File: config.mk
export PLATFORM = sky130hd
export DESIGN_NAME = grad_mag_ctrl_flat
export DESIGN_NICKNAME = d
export VERILOG_FILES = /design/src/rtl/grad_mag_ctrl_if.sv /design/src/rtl/grad_mag_ctrl.sv /design/src/flat_wrapper.sv
export SDC_FILE = /design/constraint.sdc
export NUM_CORES = 1
export LEC_CHECK = 0
export ABC_AREA = 1
export CORE_ASPECT_RATIO = 1.25
export CORE_MARGIN = 1.5
export CORE_UTILIZATION = 30
export DETAILED_ROUTE_END_ITERATION = 6
export PLACE_DENSITY = 0.54
export SYNTH_ARGS = -nofsm -noshare
export SYNTH_HDL_FRONTEND = slang
export SYNTH_SLANG_ARGS = --single-unit
File: constraint.sdc
create_clock -name clk -period 1.9 [get_ports clk]
set_input_delay 0.285 -clock clk [delete_from_list [all_inputs] [get_ports clk]]
set_output_delay 0.285 -clock clk [all_outputs]
set_load 0.02 [all_outputs]
File: src/rtl/grad_mag_ctrl_if.sv
// Stream/datapath bundle for grad_mag_ctrl: neighbour-tuple input stream,
// connection to the free-running sum_sq_diff datapath, and the tagged
// result stream. The controller uses the slave view, the environment the master.
interface grad_mag_ctrl_if #(
  parameter int PIX_W   = 8,
  parameter int COORD_W = 8
);
  // Input tuple stream
  logic                    in_valid;
  logic                    in_ready;
  logic [PIX_W-1:0]        in_top;
  logic [PIX_W-1:0]        in_bot;
  logic [PIX_W-1:0]        in_left;
  logic [PIX_W-1:0]        in_right;
  // Datapath connection
  logic [PIX_W-1:0]        dp_top;
  logic [PIX_W-1:0]        dp_bot;
  logic [PIX_W-1:0]        dp_left;
  logic [PIX_W-1:0]        dp_right;
  logic signed [PIX_W:0]   dp_ver_diff;
  logic signed [PIX_W:0]   dp_hor_diff;
  logic [2*PIX_W:0]        dp_result;
  // Result stream
  logic                    out_valid;
  logic                    out_ready;
  logic [2*PIX_W:0]        out_mag;
  logic signed [PIX_W:0]   out_ver;
  logic signed [PIX_W:0]   out_hor;
  logic [COORD_W-1:0]      out_col;
  logic [COORD_W-1:0]      out_row;
  logic                    out_eof;

  modport slave (
    input  in_valid, in_top, in_bot, in_left, in_right,
    output in_ready,
    output dp_top, dp_bot, dp_left, dp_right,
    input  dp_ver_diff, dp_hor_diff, dp_result,
    output out_valid, out_mag, out_ver, out_hor, out_col, out_row, out_eof,
    input  out_ready
  );

  modport master (
    output in_valid, in_top, in_bot, in_left, in_right,
    input  in_ready,
    input  dp_top, dp_bot, dp_left, dp_right,
    output dp_ver_diff, dp_hor_diff, dp_result,
    input  out_valid, out_mag, out_ver, out_hor, out_col, out_row, out_eof,
    output out_ready
  );
endinterface

File: src/rtl/grad_mag_ctrl.sv
// Sequencer for the 3-stage gradient datapath in the HOG front end.
// Feeds neighbour tuples to the free-running datapath, tracks in-flight
// pixels, realigns the early diffs with the late magnitude, tags each result
// with col/row/eof and buffers it in a credit-managed FWFT FIFO.
module grad_mag_ctrl #(
  parameter int PIX_W      = 8,
  parameter int IMG_W      = 160,
  parameter int IMG_H      = 120,
  parameter int COORD_W    = 8,
  parameter int FIFO_DEPTH = 4
) (
  input  logic           clk,
  input  logic           rst_n,
  input  logic           start_i,
  output logic           busy_o,
  output logic           done_o,
  grad_mag_ctrl_if.slave bus
);

  localparam int PTR_W = $clog2(FIFO_DEPTH);
  localparam int CNT_W = PTR_W + 1;

  typedef enum logic [1:0] {S_IDLE, S_RUN, S_DRAIN, S_DONE} state_t;

  typedef struct packed {
    logic [COORD_W-1:0] col;
    logic [COORD_W-1:0] row;
    logic               eof;
  } side_t;

  typedef struct packed {
    logic [2*PIX_W:0]      mag;
    logic signed [PIX_W:0] ver;
    logic signed [PIX_W:0] hor;
    side_t                 side;
  } entry_t;

  state_t                state_q, state_d;
  logic [COORD_W-1:0]    col_q, row_q;
  logic [2:0]            vld_q;
  side_t                 side_q [3];
  logic signed [PIX_W:0] ver_q [2];
  logic signed [PIX_W:0] hor_q [2];
  entry_t                mem_q [FIFO_DEPTH];
  logic [PTR_W-1:0]      wr_ptr_q, rd_ptr_q;
  logic [CNT_W-1:0]      cnt_q;
  logic [CNT_W:0]        used;
  logic                  in_ready, fire, last_pix, push, pop, fifo_ne;
  entry_t                head;

  // Datapath is fed straight from the input tuple
  assign bus.dp_top   = bus.in_top;
  assign bus.dp_bot   = bus.in_bot;
  assign bus.dp_left  = bus.in_left;
  assign bus.dp_right = bus.in_right;

  assign last_pix = (col_q == COORD_W'(IMG_W - 1)) && (row_q == COORD_W'(IMG_H - 1));

  // Credit: a slot is reserved for every pixel still in the pipe; pops in the
  // same cycle are not counted, so the FIFO can never overflow.
  assign used = (CNT_W+1)'(cnt_q) + (CNT_W+1)'(vld_q[0])
              + (CNT_W+1)'(vld_q[1]) + (CNT_W+1)'(vld_q[2]);
  assign in_ready     = (state_q == S_RUN) && (used < (CNT_W+1)'(FIFO_DEPTH));
  assign fire         = bus.in_valid && in_ready;
  assign bus.in_ready = in_ready;

  // State register
  always_ff @(posedge clk or negedge rst_n) begin
    if (!rst_n) state_q <= S_IDLE;
    else        state_q <= state_d;
  end

  // Next-state and status outputs
  always_comb begin
    state_d = state_q;
    busy_o  = 1'b0;
    done_o  = 1'b0;
    unique case (state_q)
      S_IDLE:  if (start_i) state_d = S_RUN;
      S_RUN: begin
        busy_o = 1'b1;
        if (fire && last_pix) state_d = S_DRAIN;
      end
      S_DRAIN: begin
        busy_o = 1'b1;
        if (vld_q == '0 && !fifo_ne) state_d = S_DONE;
      end
      S_DONE: begin
        done_o  = 1'b1;
        state_d = S_IDLE;
      end
      default: state_d = S_IDLE;
    endcase
  end

  // Pixel coordinates: cleared on frame start, advanced per accepted tuple
  always_ff @(posedge clk or negedge rst_n) begin
    if (!rst_n) begin
      col_q <= '0;
      row_q <= '0;
    end else if (state_q == S_IDLE && start_i) begin
      col_q <= '0;
      row_q <= '0;
    end else if (fire) begin
      if (col_q == COORD_W'(IMG_W - 1)) begin
        col_q <= '0;
        row_q <= row_q + COORD_W'(1);
      end else begin
        col_q <= col_q + COORD_W'(1);
      end
    end
  end

  // Valid/sideband pipe; diffs captured one cycle after fire and delayed two
  // more so they meet dp_result at stage 3
  always_ff @(posedge clk or negedge rst_n) begin
    if (!rst_n) begin
      vld_q <= '0;
      for (int unsigned i = 0; i < 3; i++) side_q[i] <= '0;
      for (int unsigned i = 0; i < 2; i++) begin
        ver_q[i] <= '0;
        hor_q[i] <= '0;
      end
    end else begin
      vld_q     <= {vld_q[1:0], fire};
      side_q[0] <= '{col: col_q, row: row_q, eof: last_pix};
      side_q[1] <= side_q[0];
      side_q[2] <= side_q[1];
      ver_q[0]  <= bus.dp_ver_diff;
      ver_q[1]  <= ver_q[0];
      hor_q[0]  <= bus.dp_hor_diff;
      hor_q[1]  <= hor_q[0];
    end
  end

  assign push    = vld_q[2];
  assign fifo_ne = (cnt_q != '0);
  assign pop     = fifo_ne && bus.out_ready;

  // FIFO pointers and occupancy
  always_ff @(posedge clk or negedge rst_n) begin
    if (!rst_n) begin
      wr_ptr_q <= '0;
      rd_ptr_q <= '0;
      cnt_q    <= '0;
    end else begin
      if (push) wr_ptr_q <= wr_ptr_q + PTR_W'(1);
      if (pop)  rd_ptr_q <= rd_ptr_q + PTR_W'(1);
      unique case ({push, pop})
        2'b10:   cnt_q <= cnt_q + CNT_W'(1);
        2'b01:   cnt_q <= cnt_q - CNT_W'(1);
        default: cnt_q <= cnt_q;
      endcase
    end
  end

  // FIFO storage; contents only matter behind a valid occupancy count
  always_ff @(posedge clk) begin
    if (push) mem_q[wr_ptr_q] <= '{mag: bus.dp_result, ver: ver_q[1], hor: hor_q[1], side: side_q[2]};
  end

  // First-word-fall-through head, forced to zero while empty
  always_comb begin
    head          = mem_q[rd_ptr_q];
    bus.out_valid = fifo_ne;
    bus.out_mag   = fifo_ne ? head.mag      : '0;
    bus.out_ver   = fifo_ne ? head.ver      : '0;
    bus.out_hor   = fifo_ne ? head.hor      : '0;
    bus.out_col   = fifo_ne ? head.side.col : '0;
    bus.out_row   = fifo_ne ? head.side.row : '0;
    bus.out_eof   = fifo_ne && head.side.eof;
  end

endmodule
File: src/flat_wrapper.sv
// flat-port wrapper written by rule: the top's interface ports become plain ports
module grad_mag_ctrl_flat 
#(
  parameter int PIX_W      = 8,
  parameter int IMG_W      = 160,
  parameter int IMG_H      = 120,
  parameter int COORD_W    = 8,
  parameter int FIFO_DEPTH = 4
)
  (clk, rst_n, start_i, busy_o, done_o, bus_in_valid, bus_in_top, bus_in_bot, bus_in_left, bus_in_right, bus_in_ready, bus_dp_top, bus_dp_bot, bus_dp_left, bus_dp_right, bus_dp_ver_diff, bus_dp_hor_diff, bus_dp_result, bus_out_valid, bus_out_mag, bus_out_ver, bus_out_hor, bus_out_col, bus_out_row, bus_out_eof, bus_out_ready);
  grad_mag_ctrl_if #(.PIX_W(PIX_W), .COORD_W(COORD_W)) bus_i ();
  input  logic clk;
  input  logic rst_n;
  input  logic start_i;
  output logic busy_o;
  output logic done_o;
  input wire logic [$bits(bus_i.in_valid)-1:0] bus_in_valid;
  input wire logic [$bits(bus_i.in_top)-1:0] bus_in_top;
  input wire logic [$bits(bus_i.in_bot)-1:0] bus_in_bot;
  input wire logic [$bits(bus_i.in_left)-1:0] bus_in_left;
  input wire logic [$bits(bus_i.in_right)-1:0] bus_in_right;
  output wire logic [$bits(bus_i.in_ready)-1:0] bus_in_ready;
  output wire logic [$bits(bus_i.dp_top)-1:0] bus_dp_top;
  output wire logic [$bits(bus_i.dp_bot)-1:0] bus_dp_bot;
  output wire logic [$bits(bus_i.dp_left)-1:0] bus_dp_left;
  output wire logic [$bits(bus_i.dp_right)-1:0] bus_dp_right;
  input wire logic [$bits(bus_i.dp_ver_diff)-1:0] bus_dp_ver_diff;
  input wire logic [$bits(bus_i.dp_hor_diff)-1:0] bus_dp_hor_diff;
  input wire logic [$bits(bus_i.dp_result)-1:0] bus_dp_result;
  output wire logic [$bits(bus_i.out_valid)-1:0] bus_out_valid;
  output wire logic [$bits(bus_i.out_mag)-1:0] bus_out_mag;
  output wire logic [$bits(bus_i.out_ver)-1:0] bus_out_ver;
  output wire logic [$bits(bus_i.out_hor)-1:0] bus_out_hor;
  output wire logic [$bits(bus_i.out_col)-1:0] bus_out_col;
  output wire logic [$bits(bus_i.out_row)-1:0] bus_out_row;
  output wire logic [$bits(bus_i.out_eof)-1:0] bus_out_eof;
  input wire logic [$bits(bus_i.out_ready)-1:0] bus_out_ready;
  assign bus_i.in_valid = bus_in_valid;
  assign bus_i.in_top = bus_in_top;
  assign bus_i.in_bot = bus_in_bot;
  assign bus_i.in_left = bus_in_left;
  assign bus_i.in_right = bus_in_right;
  assign bus_in_ready = bus_i.in_ready;
  assign bus_dp_top = bus_i.dp_top;
  assign bus_dp_bot = bus_i.dp_bot;
  assign bus_dp_left = bus_i.dp_left;
  assign bus_dp_right = bus_i.dp_right;
  assign bus_i.dp_ver_diff = bus_dp_ver_diff;
  assign bus_i.dp_hor_diff = bus_dp_hor_diff;
  assign bus_i.dp_result = bus_dp_result;
  assign bus_out_valid = bus_i.out_valid;
  assign bus_out_mag = bus_i.out_mag;
  assign bus_out_ver = bus_i.out_ver;
  assign bus_out_hor = bus_i.out_hor;
  assign bus_out_col = bus_i.out_col;
  assign bus_out_row = bus_i.out_row;
  assign bus_out_eof = bus_i.out_eof;
  assign bus_i.out_ready = bus_out_ready;
  grad_mag_ctrl #(.PIX_W(PIX_W), .IMG_W(IMG_W), .IMG_H(IMG_H), .COORD_W(COORD_W), .FIFO_DEPTH(FIFO_DEPTH)) u_core (.clk(clk), .rst_n(rst_n), .start_i(start_i), .busy_o(busy_o), .done_o(done_o), .bus(bus_i));
endmodule
==> results of run 1 <==
==> cell type report <==
type | instances | area share [%]
Sequential cell | 323 | 56.33
Multi-Input combinational cell | 506 | 17.35
Timing Repair Buffer | 204 | 14.81
Clock buffer | 46 | 5.845
Tap cell | 504 | 3.891
Inverter | 37 | 1.073
Clock inverter | 14 | 0.7026
==> cell families after synthesis <==
kind of cell | Yosys count
buffers and inverters | 110
adder cells (fa/ha/maj) | 15
XOR/XNOR | 11
flip-flops | 323
AND/OR/NAND/NOR | 305
AO/OA/AOI/OAI | 175
==> critical path: cells and delay by family (launching register included) <==
| family | cells | cell delay (ns) |
|---|---|---|
| AO/OA/AOI/OAI | 2 | 0.15 |
| flip-flops | 1 | 0.56 |
| AND/OR/NAND/NOR | 2 | 0.14 |
| buffers and inverters | 4 | 0.62 |
==> Yosys cell counts (2+ instances only) <==
cell / number / area [um^2]
fa_1: 2 / 40.04
buf_2: 12 / 60.06
or2_2: 4 / 25.02
inv_2: 2 / 7.510
nand3_1: 17 / 85.08
xnor2_1: 2 / 17.52
nand4_1: 8 / 50.05
nand2_1: 44 / 165.2
edfxtp_1: 208 / 6246
o21ai_0: 117 / 585.6
ha_1: 13 / 162.7
nor2_1: 223 / 837.1
nor2_4: 2 / 22.52
xor2_1: 9 / 78.83
inv_1: 34 / 127.6
a21oi_1: 57 / 285.3
clkbuf_2: 3 / 15.01
clkbuf_1: 23 / 86.33
dfrtp_1: 115 / 2878
buf_4: 34 / 255.2
nand2_2: 3 / 18.77
==> registers in the layout, indices dropped and copies added, names as in the netlist <==
name             count
u_core.state_q       2
u_core.ver_q        18
u_core.rd_ptr_q      2
u_core.col_q         8
u_core.hor_q        18
u_core.mem_q       208
u_core.vld_q         3
u_core.wr_ptr_q      2
u_core.cnt_q         3
u_core.row_q         8
u_core.side_q       51
==> worst paths after layout <==
| kind | start | to | cells past startpoint |
|---|---|---|---|
| setup / recovery | u_core.rd_ptr_q[0]$_DFFE_PN0P_ | bus_out_row[7] | 8 |
| min in group asynchronous | rst_n | u_core.side_q[9]$_DFF_PN0_ | 2 |
| hold / removal | bus_dp_ver_diff[0] | u_core.ver_q[9]$_DFF_PN0_ | 1 |
| hold reg to reg | u_core.side_q[29]$_DFF_PN0_ | u_core.side_q[12]$_DFF_PN0_ | 0 |
| max in group asynchronous | rst_n | u_core.ver_q[12]$_DFF_PN0_ | 3 |
| setup reg to reg | u_core.cnt_q[0]$_DFFE_PN0P_ | u_core.cnt_q[2]$_DFFE_PN0P_ | 13 |
==> routing by layer <==
metal  routed length, um  share of wire, %  global-route usage (%)  vias to the layer above
met5                   0                 0                       0                        -
met4                 674               2.5                   4.692                        0
met3                 976               3.6                   1.944                       45
met2               14790                54                   24.11                      124
met1               10880                40                   15.03                     3666
li1                    -                 -                       -                     3531
==> per-stage QoR <==
| step | cells | setup WS [ns] |
|---|---|---|
| global placement | 1532 | -0.2968 |
| finish | 1634 | -0.3687 |
| detailed placement | 1532 | -0.3156 |
| floorplan | 939 | -0.03621 |
| CTS | 1612 | -0.4254 |
| global route | 1634 | -0.4739 |
==> power by group through the flow <==
stage | clock (mW) | combinational (mW) | sequential, mW
finish | 6.29 | 11.4 | 8.46
global route | 6.72 | 12.3 | 8.51
CTS | 6.47 | 10.1 | 8.44
detailed placement | 0 | 9.03 | 8.54
global placement | 0 | 8.95 | 8.53
floorplan | 0 | 4.71 | 8.44
==> timing repair <==
| item | 4_1_cts | 5_1_grt |
|---|---|---|
| setup buffers | 13 | 22 |
| pin swaps | 35 | 40 |
| resized for setup | 365 | 190 |
| hold buffers | 1 | 0 |
| gates cloned | 7 | 4 |
| endpoints found under the setup margin | 67 | 74 |
| hold endpoints to repair | 26 | 0 |
==> flow_summary_export.csv, run 1 <==
group,metric,value,unit
outcome,status,"finished with violations",
outcome,violations,"setup timing",
setup_path,end_kind,"output port",
die,ios,160,
routing,vias_per_cell,4.508,
synthesis,syn-cell-area,0.01211,mm^2
timing,slew_headroom,67.68,%
cells_and_area,n_fill_cell,3668,
cells_and_area,drive_above_1_share,29.65,%
clock_network,cts_num_sinks,323,
setup_path,cpPeakStageDelay,0.56,ns
routing,ant_nets,0,
timing,tightest_slew,0.4848,ns
cells_and_area,antenna_cells,0,
routing,routed-via-count,7366,
synthesis,syn_inst,939,
cells_and_area,finalInstanceArea,0.01621,mm^2
timing,setup_viol,72,
setup_path,worstPathRequired,1.62,ns
global_route,antenna_found_initial,0,
power,leakagePower,6.339,nW
die,initial_utilization,30.34,%
worst_hold_path,min_path_type,"in -> reg",
timing,finalCritPeriodShare,119.4,%
clock_network,clockRootBuffer,"clkbuf_16",
setup_path,crit_path_top_delay_cell,"dfrtp_4",
setup_path,crit_chain,"buf_12, buf_16, nor2_2, nor2_1, o21ai_1, a21oi_1, buf_4, buf_4",
place,dpl_cell_area,0.01407,mm^2
synthesis,seq_area_frac_synth,75.35,%
synthesis,async_flop_share,35.60,%
die,die_h,227.6,um
timing,setup_tns,-17.63,ns
timing,setup_ws,-0.3687,ns
timing,worst_hold_slack,0.2116,ns
synthesis,synth_nets,1026,
synthesis,synth_ff_type,"edfxtp_1",
timing,period_needed,2.269,ns
power,p_sw_share,34.31,%
synthesis,synthDistinctLibCells,28,
setup_path,critical_path.startpoint_type,"register",
die,fp.coreArea,0.03991,mm^2
clock_network,clock_latency,0.52,ns
clock_network,htreeDepth,2,
power,pwr-share-comb,43.7,%
power,p_seq_share,32.3,%
die,die_w,182.7,um
routing,drc,0,
place,dp_hpwl,15130,um
global_route,grt_pass1_wl,41000,um
power,p_total,26.19,mW
setup_path,crit_path_frequent_cell,"buf_4",
global_route,grt.overflow.total,0,
routing,drtIter0Drc,386,
power,p_per_area,1616,mW/mm^2
clock_network,path_clk_slew,0.06,ns
setup_path,cp_max_fo,8,
synthesis,synth.avg_cell_area,12.90,um^2
cells_and_area,layout_commonest_cell,"edfxtp_1",
power,p_switching,8.985,mW
clock_network,clk_path_buf_depth,3,
clock_network,cts_buffers,34,
power,internal-power,17.20,mW
cells_and_area,fin_util,40.60,%
synthesis,synth_edf_count,208,
cells_and_area,final_cell_mix,"208 x edfxtp_1, 184 x nor2_1, 113 x dfrtp_1",
place,io_buffers,95,
synthesis,synthMuxAreaShare,0,%
routing,wirelength,27320,um
synthesis,yosys_warnings,0,
global_route,grt_max_degree,53,
clock_network,cts_tree,"done",
global_route,grt_usage,12.93,%
cells_and_area,nets,1193,
synthesis,synthSimpleGateAreaFrac,10.26,%
synthesis,synth_compound_area_share,7.264,%
routing,first_pass_iters,4,
cells_and_area,syn_to_final_growth,33.83,%
synthesis,synth-xor-area-share,0.7956,%
global_route,grt_pass1_vias,7400,
place,place_congestion,0.7564,
setup_path,arrival,1.98,ns
power,peakVddDrop,0.7447,mV
setup_path,ff2ff_setup_slack,-0.19,ns
die,die-area,0.04159,mm^2
synthesis,synth_fa_ha_area_share,1.674,%
timing,max_clock_freq,0.4408,GHz
cells_and_area,seqCellArea,0.009129,mm^2
die,core.rowCount,82,
timing,grt_setup_unrepaired,"yes",
synthesis,synth_seq_cells,323,
routing,avgRoutedWirePerCell,16.72,um
timing,clock_skew,0.02036,ns
cells_and_area,multiInputGateArea,0.002811,mm^2
setup_path,crit_type,"reg -> out",
flow_run,max_cap_viol_count,0,
timing,hold_violations,0,
timing,drv_slew,0,
power,p_clk_share,24.0,%
synthesis,synth_top_family_by_area,"simple AND/OR/NAND/NOR gates",
(Power assumes the default switching activity.)
==> inputs of run 2 (changes only) <==
==> constraint.sdc (replaced) <==
create_clock -name clk -period 2.01 [get_ports clk]
set_input_delay 0.3015 -clock clk [delete_from_list [all_inputs] [get_ports clk]]
set_output_delay 0.3015 -clock clk [all_outputs]
set_load 0.02 [all_outputs]
==> flow_summary_export.csv, run 2 (synthesis gave the netlist of run 1 again) <==
group,metric,value,unit
global_route,met1_usage,15.53,%
clock_network,path_clk_slew,0.07,ns
die,ios,160,
cells_and_area,nets,1199,
timing,period_needed,2.400,ns
clock_network,clk_path_buf_depth,3,
timing,hold_violations,0,
clock_network,htreeDepth,1,
routing,drtIter0Drc,304,
clock_network,cts_num_sinks,323,
global_route,grt_use_met3,1.609,%
setup_path,critical_path.startpoint_type,"register",
outcome,violations,"setup timing",
clock_network,clockRootBuffer,"clkbuf_16",
setup_path,path_buf_inv,4,
timing,max_clock_freq,0.4166,GHz
cells_and_area,final_cell_mix,"208 x edfxtp_1, 150 x nor2_1, 113 x dfrtp_1",
global_route,use_met2,24.28,%
timing,drv_slew,0,
die,die_h,227.6,um
worst_hold_path,min_path_type,"in -> reg",
setup_path,crit_path_top_delay_cell,"dfrtp_4",
cells_and_area,layout_commonest_cell,"edfxtp_1",
place,io_buffers,95,
timing,setup_ws,-0.3903,ns
cells_and_area,reg.largest.list,"u_core.mem_q (208), u_core.side_q (51)",
timing,setup_tns,-15.25,ns
cells_and_area,drive_above_1_share,36.00,%
timing,tightest_slew,0.4366,ns
global_route,busiest_layer,"met2",
setup_path,crit_chain,"buf_12, buf_12, buf_12, nor2_4, nor2_1, o21ai_1, a21oi_2, buf_4",
global_route,grt_usage,13.07,%
clock_network,cts_tree,"done",
setup_path,crit_type,"reg -> out",
timing,slew_headroom,70.89,%
global_route,grt_pass1_wl,41380,um
setup_path,arrival,2.10,ns
clock_network,cts_buffers,31,
setup_path,ff2ff_setup_slack,0.07,ns
cells_and_area,multiInputGateArea,0.003194,mm^2
routing,ant_nets,0,
setup_path,crit_path_frequent_cell,"buf_12",
global_route,antenna_found_initial,0,
global_route,grt.overflow.total,0,
flow_run,max_cap_viol_count,0,
cells_and_area,antenna_cells,0,
cells_and_area,syn_to_final_growth,39.29,%
routing,first_pass_iters,4,
cells_and_area,n_fill_cell,3591,
cells_and_area,fin_util,42.26,%
die,initial_utilization,30.34,%
clock_network,clock_latency,0.56,ns
outcome,status,"finished with violations",
power,p_total,26.20,mW
place,dp_hpwl,14990,um
power,leakagePower,6.538,nW
cells_and_area,seqCellArea,0.009129,mm^2
setup_path,worstPathRequired,1.71,ns
routing,wirelength,28890,um
timing,grt_setup_unrepaired,"yes",
routing,vias_per_cell,4.506,
setup_path,crit_family,"buffers and inverters",
setup_path,end_kind,"output port",
place,place_congestion,0.7666,
routing,routed-via-count,7390,
timing,setup_viol,54,
setup_path,cpPeakStageDelay,0.47,ns
cells_and_area,regMostFlops,"u_core.mem_q",
die,die_w,182.7,um
routing,avgRoutedWirePerCell,17.62,um
power,p_per_area,1553,mW/mm^2
global_route,grt_pass1_vias,7353,
timing,finalCritPeriodShare,119.4,%
die,die-area,0.04159,mm^2
die,fp.coreArea,0.03991,mm^2
setup_path,cp_max_fo,6,
cells_and_area,largest_reg_flops,208,
routing,drc,0,
power,peakVddDrop,0.7865,mV
timing,clock_skew,0.01722,ns
global_route,grt_max_degree,53,
die,core.rowCount,82,
-- run 2: changes by cell type in the layout (fill, tap and decap cells not counted), sizes merged --
| cell | before | now |
|---|---|---|
| clkbuf | 50 | 56 |
| bufinv | 1 | 2 |
| buf | 160 | 162 |
| bufbuf | 0 | 1 |
| clkinvlp | 7 | 3 |
-- run 2: path summary, 6_finish.rpt --
path / startpoint / end / cells past startpoint
worst min register to register: u_core.side_q[31]$_DFF_PN0_ / u_core.side_q[14]$_DFF_PN0_ / 0
worst max register to register: u_core.cnt_q[0]$_DFFE_PN0P_ / u_core.row_q[1]$_DFFE_PN0P_ / 12
min in group asynchronous: rst_n / u_core.hor_q[4]$_DFF_PN0_ / 2
max in group asynchronous: rst_n / u_core.side_q[46]$_DFF_PN0_ / 3
worst max-delay path: u_core.rd_ptr_q[0]$_DFFE_PN0P_ / bus_out_row[1] / 8
worst min-delay path: bus_dp_hor_diff[6] / u_core.hor_q[15]$_DFF_PN0_ / 1
-- run 2: through the flow --
step	cell area (um^2)	setup WS [ns]	hold slack (ns)	cells
after floorplan	12130	0.01288	0.005909	939
after global placement	13950	-0.2643	0.2742	1517
after detailed placement	13950	-0.2866	0.2727	1517
after CTS	15690	-0.3624	0.1617	1607
after global routing	16870	-0.4456	0.1691	1640
final	16870	-0.3903	0.1881	1640
-- run 2: repair_timing --
| action | CTS | global route |
|---|---|---|
| setup buffers | 22 | 28 |
| cloned | 12 | 11 |
| resized for setup | 431 | 221 |
| pin swaps | 45 | 86 |
| hold buffers | 1 | 0 |
| endpoints found under the hold margin | 23 | 0 |
| setup endpoints to repair | 62 | 74 |
-- run 2: routing by layer --
layer / wire, um / vias to the layer above
li1: - / 3536
met4: 935 / 0
met3: 1098 / 52
met5: 0 / -
met1: 11630 / 3677
met2: 15220 / 125
-- run 2: power by group --
part           total, mW  internal (mW)  switching, mW
logic               12.5           6.11           6.41
clock network       5.70           3.35           2.35
registers           7.98           7.67          0.312
-- run 2: cell type report --
class                           instances  share of cell area, %
Inverter                               37                  1.039
Sequential cell                       323                  54.12
Tap cell                              504                  3.739
Timing Repair Buffer                  213                  16.16
Clock buffer                           46                  5.356
Multi-Input combinational cell        506                  18.94
Clock inverter                         11                 0.6380
